File: config.mk
export PLATFORM = sky130hd
export DESIGN_NAME = morse_tx_scheduler_flat
export DESIGN_NICKNAME = d
export VERILOG_FILES = /design/src/rtl/morse_tx_scheduler_if.sv /design/src/rtl/morse_tx_scheduler.sv /design/src/flat_wrapper.sv
export SDC_FILE = /design/constraint.sdc
export NUM_CORES = 1
export LEC_CHECK = 0
export BUFFER_PORTS_ARGS = -buffer_cell sky130_fd_sc_hd__clkbuf_2
export CAP_MARGIN = 10
export CORE_MARGIN = 2
export CORE_UTILIZATION = 45
export DETAILED_ROUTE_END_ITERATION = 6
export PLACE_DENSITY = 0.68
export SYNTH_ARGS = -nofsm -noshare
export SYNTH_HDL_FRONTEND = slang
export SYNTH_SLANG_ARGS = --single-unit
File: constraint.sdc
create_clock -name clk -period 4.5 [get_ports clk]
set_input_delay 0.675 -clock clk [delete_from_list [all_inputs] [get_ports clk]]
set_output_delay 0.675 -clock clk [all_outputs]
set_load 0.02 [all_outputs]
File: src/rtl/morse_tx_scheduler_if.sv
// Handshake bundle for morse_tx_scheduler: source request/grant/ack, encoder
// start/busy/done/bitstream, and the key/status outputs.
interface morse_tx_scheduler_if #(
  parameter int unsigned OUT_MAX_BITS = 256
);
  logic [1:0]              req;
  logic                    abort;
  logic [1:0]              grant;
  logic [1:0]              ack;
  logic                    enc_start;
  logic                    enc_busy;
  logic                    enc_done;
  logic [OUT_MAX_BITS-1:0] enc_bitstream;
  logic [8:0]              enc_bitlen;
  logic                    key_out;
  logic                    busy;
  logic                    err;

  // master: the scheduler; slave: sources, encoder and key consumer
  modport master (
    input  req, abort, enc_busy, enc_done, enc_bitstream, enc_bitlen,
    output grant, ack, enc_start, key_out, busy, err
  );

  modport slave (
    output req, abort, enc_busy, enc_done, enc_bitstream, enc_bitlen,
    input  grant, ack, enc_start, key_out, busy, err
  );
endinterface

File: src/rtl/morse_tx_scheduler.sv
// Round-robin Morse message scheduler: arbitrates two sources, runs the shared
// encoder, then keys the latched bitstream with unit timing. Optional encoder
// watchdog enabled by defining MORSE_TX_WATCHDOG_EN.
module morse_tx_scheduler #(
  parameter int unsigned OUT_MAX_BITS = 256,
  parameter int unsigned UNIT_CYCLES  = 1000,
  parameter int unsigned CNT_W        = 16,
  parameter int unsigned WD_CYCLES    = 1024
) (
  input  logic                 clk,
  input  logic                 rst_n,
  morse_tx_scheduler_if.master bus
);

  typedef enum logic [2:0] {
    S_IDLE,
    S_START_ENC,
    S_WAIT_ENC,
    S_DECODE,
    S_KEY_ON,
    S_KEY_OFF,
    S_FINISH
  } state_t;

  localparam logic [CNT_W-1:0] UNIT_LAST = CNT_W'(UNIT_CYCLES - 1);
  localparam logic [CNT_W-1:0] CNT_ONE   = CNT_W'(1);

  if (UNIT_CYCLES < 1 || UNIT_CYCLES > (2 ** CNT_W) - 1) begin : g_bad_unit
    $error("morse_tx_scheduler: UNIT_CYCLES out of range for CNT_W");
  end
  if (WD_CYCLES < 1) begin : g_bad_wd
    $error("morse_tx_scheduler: WD_CYCLES must be at least 1");
  end

  state_t                  state;
  logic [1:0]              grant_q;
  logic [1:0]              ack_q;
  logic                    enc_start_q;
  logic                    key_q;
  logic                    busy_q;
  logic                    err_q;
  logic                    last_served;
  logic [OUT_MAX_BITS-1:0] shadow;
  logic [8:0]              len;
  logic [8:0]              ptr;
  logic [1:0]              units;
  logic [1:0]              off_units;
  logic [CNT_W-1:0]        cyc_cnt;
  logic                    wd_fire;

  logic [OUT_MAX_BITS-1:0] shifted;
  logic                    tok_b0;
  logic                    tok_b1;
  logic                    at_end;
  logic                    tok_trunc;

  always_comb begin
    shifted   = shadow >> ptr;
    tok_b0    = shifted[0];
    tok_b1    = shifted[1];
    at_end    = (ptr >= len);
    tok_trunc = (({1'b0, ptr} + 10'd1) >= {1'b0, len});
  end

`ifdef MORSE_TX_WATCHDOG_EN
  localparam int unsigned WD_W = $clog2(WD_CYCLES + 1);
  localparam logic [WD_W-1:0] WD_LAST = WD_W'(WD_CYCLES - 1);
  localparam logic [WD_W-1:0] WD_ONE  = WD_W'(1);

  logic [WD_W-1:0] wd_cnt;

  assign wd_fire = (state == S_WAIT_ENC) && !bus.enc_done && (wd_cnt == WD_LAST);

  always_ff @(posedge clk) begin
    if (!rst_n) begin
      wd_cnt <= '0;
      err_q  <= 1'b0;
    end else begin
      err_q  <= wd_fire;
      wd_cnt <= (state == S_WAIT_ENC) ? wd_cnt + WD_ONE : '0;
    end
  end
`else
  assign wd_fire = 1'b0;
  assign err_q   = 1'b0;
`endif

  always_ff @(posedge clk) begin
    if (!rst_n) begin
      state       <= S_IDLE;
      grant_q     <= '0;
      ack_q       <= '0;
      enc_start_q <= 1'b0;
      key_q       <= 1'b0;
      busy_q      <= 1'b0;
      last_served <= 1'b1;
      shadow      <= '0;
      len         <= '0;
      ptr         <= '0;
      units       <= '0;
      off_units   <= '0;
      cyc_cnt     <= '0;
    end else begin
      ack_q       <= '0;
      enc_start_q <= 1'b0;
      // Abort and watchdog share one exit: drop everything, no ack, rotate priority.
      if (state != S_IDLE && (bus.abort || wd_fire)) begin
        state       <= S_IDLE;
        key_q       <= 1'b0;
        grant_q     <= '0;
        busy_q      <= 1'b0;
        last_served <= grant_q[1];
      end else begin
        case (state)
          S_IDLE: begin
            if (bus.req != 2'b00) begin
              busy_q  <= 1'b1;
              state   <= S_START_ENC;
              grant_q <= (bus.req == 2'b11) ? (last_served ? 2'b01 : 2'b10) : bus.req;
            end
          end
          S_START_ENC: begin
            if (!bus.enc_busy) begin
              enc_start_q <= 1'b1;
              state       <= S_WAIT_ENC;
            end
          end
          S_WAIT_ENC: begin
            if (bus.enc_done) begin
              shadow <= bus.enc_bitstream;
              len    <= (int'(bus.enc_bitlen) > OUT_MAX_BITS) ? 9'(OUT_MAX_BITS) : bus.enc_bitlen;
              ptr    <= '0;
              state  <= S_DECODE;
            end
          end
          S_DECODE: begin
            cyc_cnt <= '0;
            key_q   <= 1'b0;
            if (at_end) begin
              state <= S_FINISH;
            end else if (!tok_b0) begin
              key_q     <= 1'b1;
              units     <= 2'd0;
              off_units <= 2'd0;
              ptr       <= ptr + 9'd1;
              state     <= S_KEY_ON;
            end else if (tok_trunc) begin
              state <= S_FINISH;
            end else if (!tok_b1) begin
              key_q     <= 1'b1;
              units     <= 2'd2;
              off_units <= 2'd0;
              ptr       <= ptr + 9'd2;
              state     <= S_KEY_ON;
            end else begin
              units <= 2'd1;
              ptr   <= ptr + 9'd2;
              state <= S_KEY_OFF;
            end
          end
          // units holds remaining whole units minus one; cyc_cnt counts within a unit
          S_KEY_ON: begin
            if (cyc_cnt == UNIT_LAST) begin
              cyc_cnt <= '0;
              if (units == 2'd0) begin
                key_q <= 1'b0;
                units <= off_units;
                state <= S_KEY_OFF;
              end else begin
                units <= units - 2'd1;
              end
            end else begin
              cyc_cnt <= cyc_cnt + CNT_ONE;
            end
          end
          S_KEY_OFF: begin
            if (cyc_cnt == UNIT_LAST) begin
              cyc_cnt <= '0;
              if (units == 2'd0) begin
                state <= S_DECODE;
              end else begin
                units <= units - 2'd1;
              end
            end else begin
              cyc_cnt <= cyc_cnt + CNT_ONE;
            end
          end
          S_FINISH: begin
            ack_q       <= grant_q;
            grant_q     <= '0;
            last_served <= grant_q[1];
            busy_q      <= 1'b0;
            state       <= S_IDLE;
          end
          default: begin
            state <= S_IDLE;
          end
        endcase
      end
    end
  end

  assign bus.grant     = grant_q;
  assign bus.ack       = ack_q;
  assign bus.enc_start = enc_start_q;
  assign bus.key_out   = key_q;
  assign bus.busy      = busy_q;
  assign bus.err       = err_q;

endmodule

File: src/flat_wrapper.sv
// flat-port wrapper written by rule: the top's interface ports become plain ports
module morse_tx_scheduler_flat 
#(
  parameter int unsigned OUT_MAX_BITS = 256,
  parameter int unsigned UNIT_CYCLES  = 1000,
  parameter int unsigned CNT_W        = 16,
  parameter int unsigned WD_CYCLES    = 1024
)
  (clk, rst_n, bus_req, bus_abort, bus_enc_busy, bus_enc_done, bus_enc_bitstream, bus_enc_bitlen, bus_grant, bus_ack, bus_enc_start, bus_key_out, bus_busy, bus_err);
  morse_tx_scheduler_if #(.OUT_MAX_BITS(OUT_MAX_BITS)) bus_i ();
  input  logic clk;
  input  logic rst_n;
  input wire logic [$bits(bus_i.req)-1:0] bus_req;
  input wire logic [$bits(bus_i.abort)-1:0] bus_abort;
  input wire logic [$bits(bus_i.enc_busy)-1:0] bus_enc_busy;
  input wire logic [$bits(bus_i.enc_done)-1:0] bus_enc_done;
  input wire logic [$bits(bus_i.enc_bitstream)-1:0] bus_enc_bitstream;
  input wire logic [$bits(bus_i.enc_bitlen)-1:0] bus_enc_bitlen;
  output wire logic [$bits(bus_i.grant)-1:0] bus_grant;
  output wire logic [$bits(bus_i.ack)-1:0] bus_ack;
  output wire logic [$bits(bus_i.enc_start)-1:0] bus_enc_start;
  output wire logic [$bits(bus_i.key_out)-1:0] bus_key_out;
  output wire logic [$bits(bus_i.busy)-1:0] bus_busy;
  output wire logic [$bits(bus_i.err)-1:0] bus_err;
  assign bus_i.req = bus_req;
  assign bus_i.abort = bus_abort;
  assign bus_i.enc_busy = bus_enc_busy;
  assign bus_i.enc_done = bus_enc_done;
  assign bus_i.enc_bitstream = bus_enc_bitstream;
  assign bus_i.enc_bitlen = bus_enc_bitlen;
  assign bus_grant = bus_i.grant;
  assign bus_ack = bus_i.ack;
  assign bus_enc_start = bus_i.enc_start;
  assign bus_key_out = bus_i.key_out;
  assign bus_busy = bus_i.busy;
  assign bus_err = bus_i.err;
  morse_tx_scheduler #(.OUT_MAX_BITS(OUT_MAX_BITS), .UNIT_CYCLES(UNIT_CYCLES), .CNT_W(CNT_W), .WD_CYCLES(WD_CYCLES)) u_core (.clk(clk), .rst_n(rst_n), .bus(bus_i));
endmodule
==> results_dict.tcl <==
set metrics [dict create \
    status "completed" \
    initial_core_util_pct 45.7 \
    hold_path_end "u_core.shadow[200]" \
    wl_per_cell_um 18.9 \
    syn-mean-instance-area_um2 8.66 \
    synthToLayoutAreaGrowth_pct 18.0 \
    yosys_warnings 0 \
    final_cell_mix "nand2_1 (566), a21oi_1 (300), dfxtp_1 (300)" \
    post_cts_buffers 0 \
    place_ws_ns 0.622 \
    cp.arrival_ns 4.36 \
    p_leak_nw 6.39 \
    seq_area_frac_synth_pct 38.5 \
    cts_tree "yes" \
    syn-instance-count 1821 \
    holdWs_ns 0.367 \
    grt_max_degree 174 \
    detail_route.vias_per_cell 5.78 \
    vdd_ir_drop_max_uv 254 \
    synth_ff_type "dfxtp_1" \
    p_switching_w 0.00143 \
    finalCoreUtilization_pct 53.9 \
    cts_resized 0 \
    synth_area_um2 15800 \
    antenna_found_initial 0 \
    grt_pass1_vias 13841 \
    boundaryPins 280 \
    dp_hpwl_um 34300 \
    hold_viol_final 0 \
    setup-violations-final 0 \
    cp-end-kind "flip-flop" \
    power_density_nw_per_um2 335 \
    routed_wl_um 47100 \
    synth_top_area_share_pct 38.5 \
    rows 68 \
    finalClockSkew_ns 0.0149 \
    firstDrtPassIters 5 \
    tns_ns 0 \
    synthTopCellsByArea "dfxtp_1 (38%), mux4_2 (16%), nand2_1 (13%)" \
    overflow 0 \
    rsz0062_at_grt "false" \
    r2r-start "u_core.ptr[0]" \
    start_kind "flip-flop" \
    max_slew_margin_pct 33.4 \
    path_clk_slew_ns 0.06 \
    crit_type "flip-flop to flip-flop" \
    maxClockFrequency_mhz 255 \
    vias 14433 \
    grtUsageTotal_pct 25.5 \
    synth_area_leader_cell "dfxtp_1" \
    min_path_cells 3 \
    fin_nets 2310 \
    die_w_um 191 \
    internal_power_w 0.00480 \
    critical_path_required_ns 4.94 \
    antenna_cells 0 \
    hold_class "input pin to flip-flop" \
    reg2reg_slack_ns 0.58 \
    syn-num-nets 2117 \
    setup_slack_ns 0.581 \
    dieArea_um2 36600 \
    clkPwrFrac_pct 49.0 \
    cts_inserted_buffers 34 \
    clk_path_buf_depth 3 \
    maxCapViolCount 0 \
    r2r-end "u_core.ptr[6]" \
    placeableCoreArea_um2 34500 \
    reg2reg_depth 11 \
    worst-path-max-fanout 41 \
    fin_crit_ns 3.92 \
    num-fill-cells 3293 \
    die_y_um 191 \
    synth_edf_count 0 \
    port_buffers 278 \
    drt_iter0_markers 1317 \
    p_comb_share_pct 6.3 \
    ys_seq_elements 303 \
    async_reset_ff_share_pct 0 \
    hold_buffers 0 \
    clock_latency_ns 0.52 \
    layout_worst_path_cycle_share_pct 87.1 \
    min_from "bus_enc_bitstream[200]" \
    slew_violations 0 \
    clockRootBuffer "clkbuf_16" \
    drive_above_1_share_pct 24.3 \
    p_seq_share_pct 44.7 \
    netSwitchingFraction_pct 22.9 \
    worst_pin_slew_ns 0.993 \
    route.detailed.drc 0 \
    ant_nets 0 \
    power_w 0.00623 \
    final_common_cell "nand2_1" \
    synth_cell_type_count 64 \
    grt_pass1_wl_um 74000 \
    gp_congestion 0.909 \
    cts_htree_levels 2 \
    cts_sinks 303 \
]
[registers in the layout (all words and copies together), names as in the netlist]
signal                count
u_core.bus.ack            2
u_core.bus.busy           1
u_core.bus.enc_start      1
u_core.bus.grant          2
u_core.bus.key_out        1
u_core.cyc_cnt           16
u_core.last_served        1
u_core.len                9
u_core.ptr                9
u_core.shadow           256
u_core.state              3
u_core.units              2
[cell type report]
cell class | count | area, µm² | area share (%)
Inverter | 28 | 113 | 0.605
Tap cell | 455 | 569 | 3.06
Multi-Input combinational cell | 1339 | 8910 | 47.9
Clock buffer | 50 | 1030 | 5.55
Sequential cell | 303 | 6070 | 32.6
Timing Repair Buffer | 308 | 1690 | 9.09
Clock inverter | 12 | 210 | 1.13
[worst max-delay path by stage]
| stage | start | end | slack (ns) | depth (start not counted) |
|---|---|---|---|---|
| finish | u_core.ptr[0] | u_core.ptr[6] | 0.58 | 11 |
| global route | u_core.ptr[0] | u_core.ptr[5] | 0.38 | 11 |
| CTS | u_core.ptr[0] | u_core.ptr[6] | 0.59 | 11 |
| detailed placement | u_core.ptr[0] | u_core.ptr[6] | 0.62 | 11 |
| global placement | u_core.ptr[0] | u_core.ptr[6] | 0.69 | 11 |
| floorplan | u_core.ptr[2] | u_core.ptr[5] | 0.65 | 17 |
[stage by stage]
stage / std cells / area [µm²]
6_report: 2495 / 18600
5_1_grt: 2495 / 18600
4_1_cts: 2495 / 18600
3_5_place_dp: 2433 / 17400
3_3_place_gp: 2433 / 17400
2_1_floorplan: 1821 / 15800
[kinds of logic after synthesis]
family	after synthesis	share of synthesized area [%]
AND/OR/NAND/NOR	701	18.3
AO/OA/AOI/OAI	418	14.9
flip-flops	303	38.5
buffers and inverters	179	5.23
multiplexers	176	20.1
adder cells (fa/ha/maj)	24	1.90
XOR/XNOR	19	1.05
other	1	0.0238
[per-layer routing]
layer | vias to the layer above | wire [µm] | GRT usage, %
met5 | - | 0 | 0
met4 | 0 | 1410 | 8.76
met3 | 100 | 3530 | 3.75
met2 | 611 | 22200 | 41.6
met1 | 6916 | 20000 | 34.8
li1 | 6806 | - | -
[worst max-delay path, cell delays in order (launching register included)]
cell and delay (ns):
dfxtp_4 0.75, buf_12 0.34, buf_4 0.33, mux4_2 0.54
a22oi_1 0.21, a211o_1 0.20, o211ai_1 0.13, o21ai_2 0.19
nand2_2 0.24, mux2_2 0.37, or3_1 0.35, a31oi_1 0.16
[cells in the mapped netlist, types with 9 or more instances]
cell type / n
o22ai_1: 10
a31oi_1: 9
ha_1: 24
nand4_1: 10
o21ai_0: 23
a21oi_1: 300
nor2_1: 32
dfxtp_1: 303
inv_1: 27
buf_1: 10
nand2b_1: 9
xnor2_1: 9
buf_2: 16
mux2i_1: 61
xor2_1: 10
nand3_1: 18
buf_6: 10
nand3b_1: 12
nor3_1: 17
o221ai_1: 13
a22oi_1: 9
mux4_2: 113
nand2_1: 566
clkbuf_1: 105
[power by group through the flow]
stage / logic, W / registers [W] / clock network, W
global route: 0.000433 / 0.00279 / 0.00320
detailed placement: 0.000388 / 0.00284 / 0
global placement: 0.000382 / 0.00284 / 0
CTS: 0.000390 / 0.00278 / 0.00309
floorplan: 0.000212 / 0.00282 / 0
finish: 0.000390 / 0.00279 / 0.00305
Power figures use the tool's default switching activity.
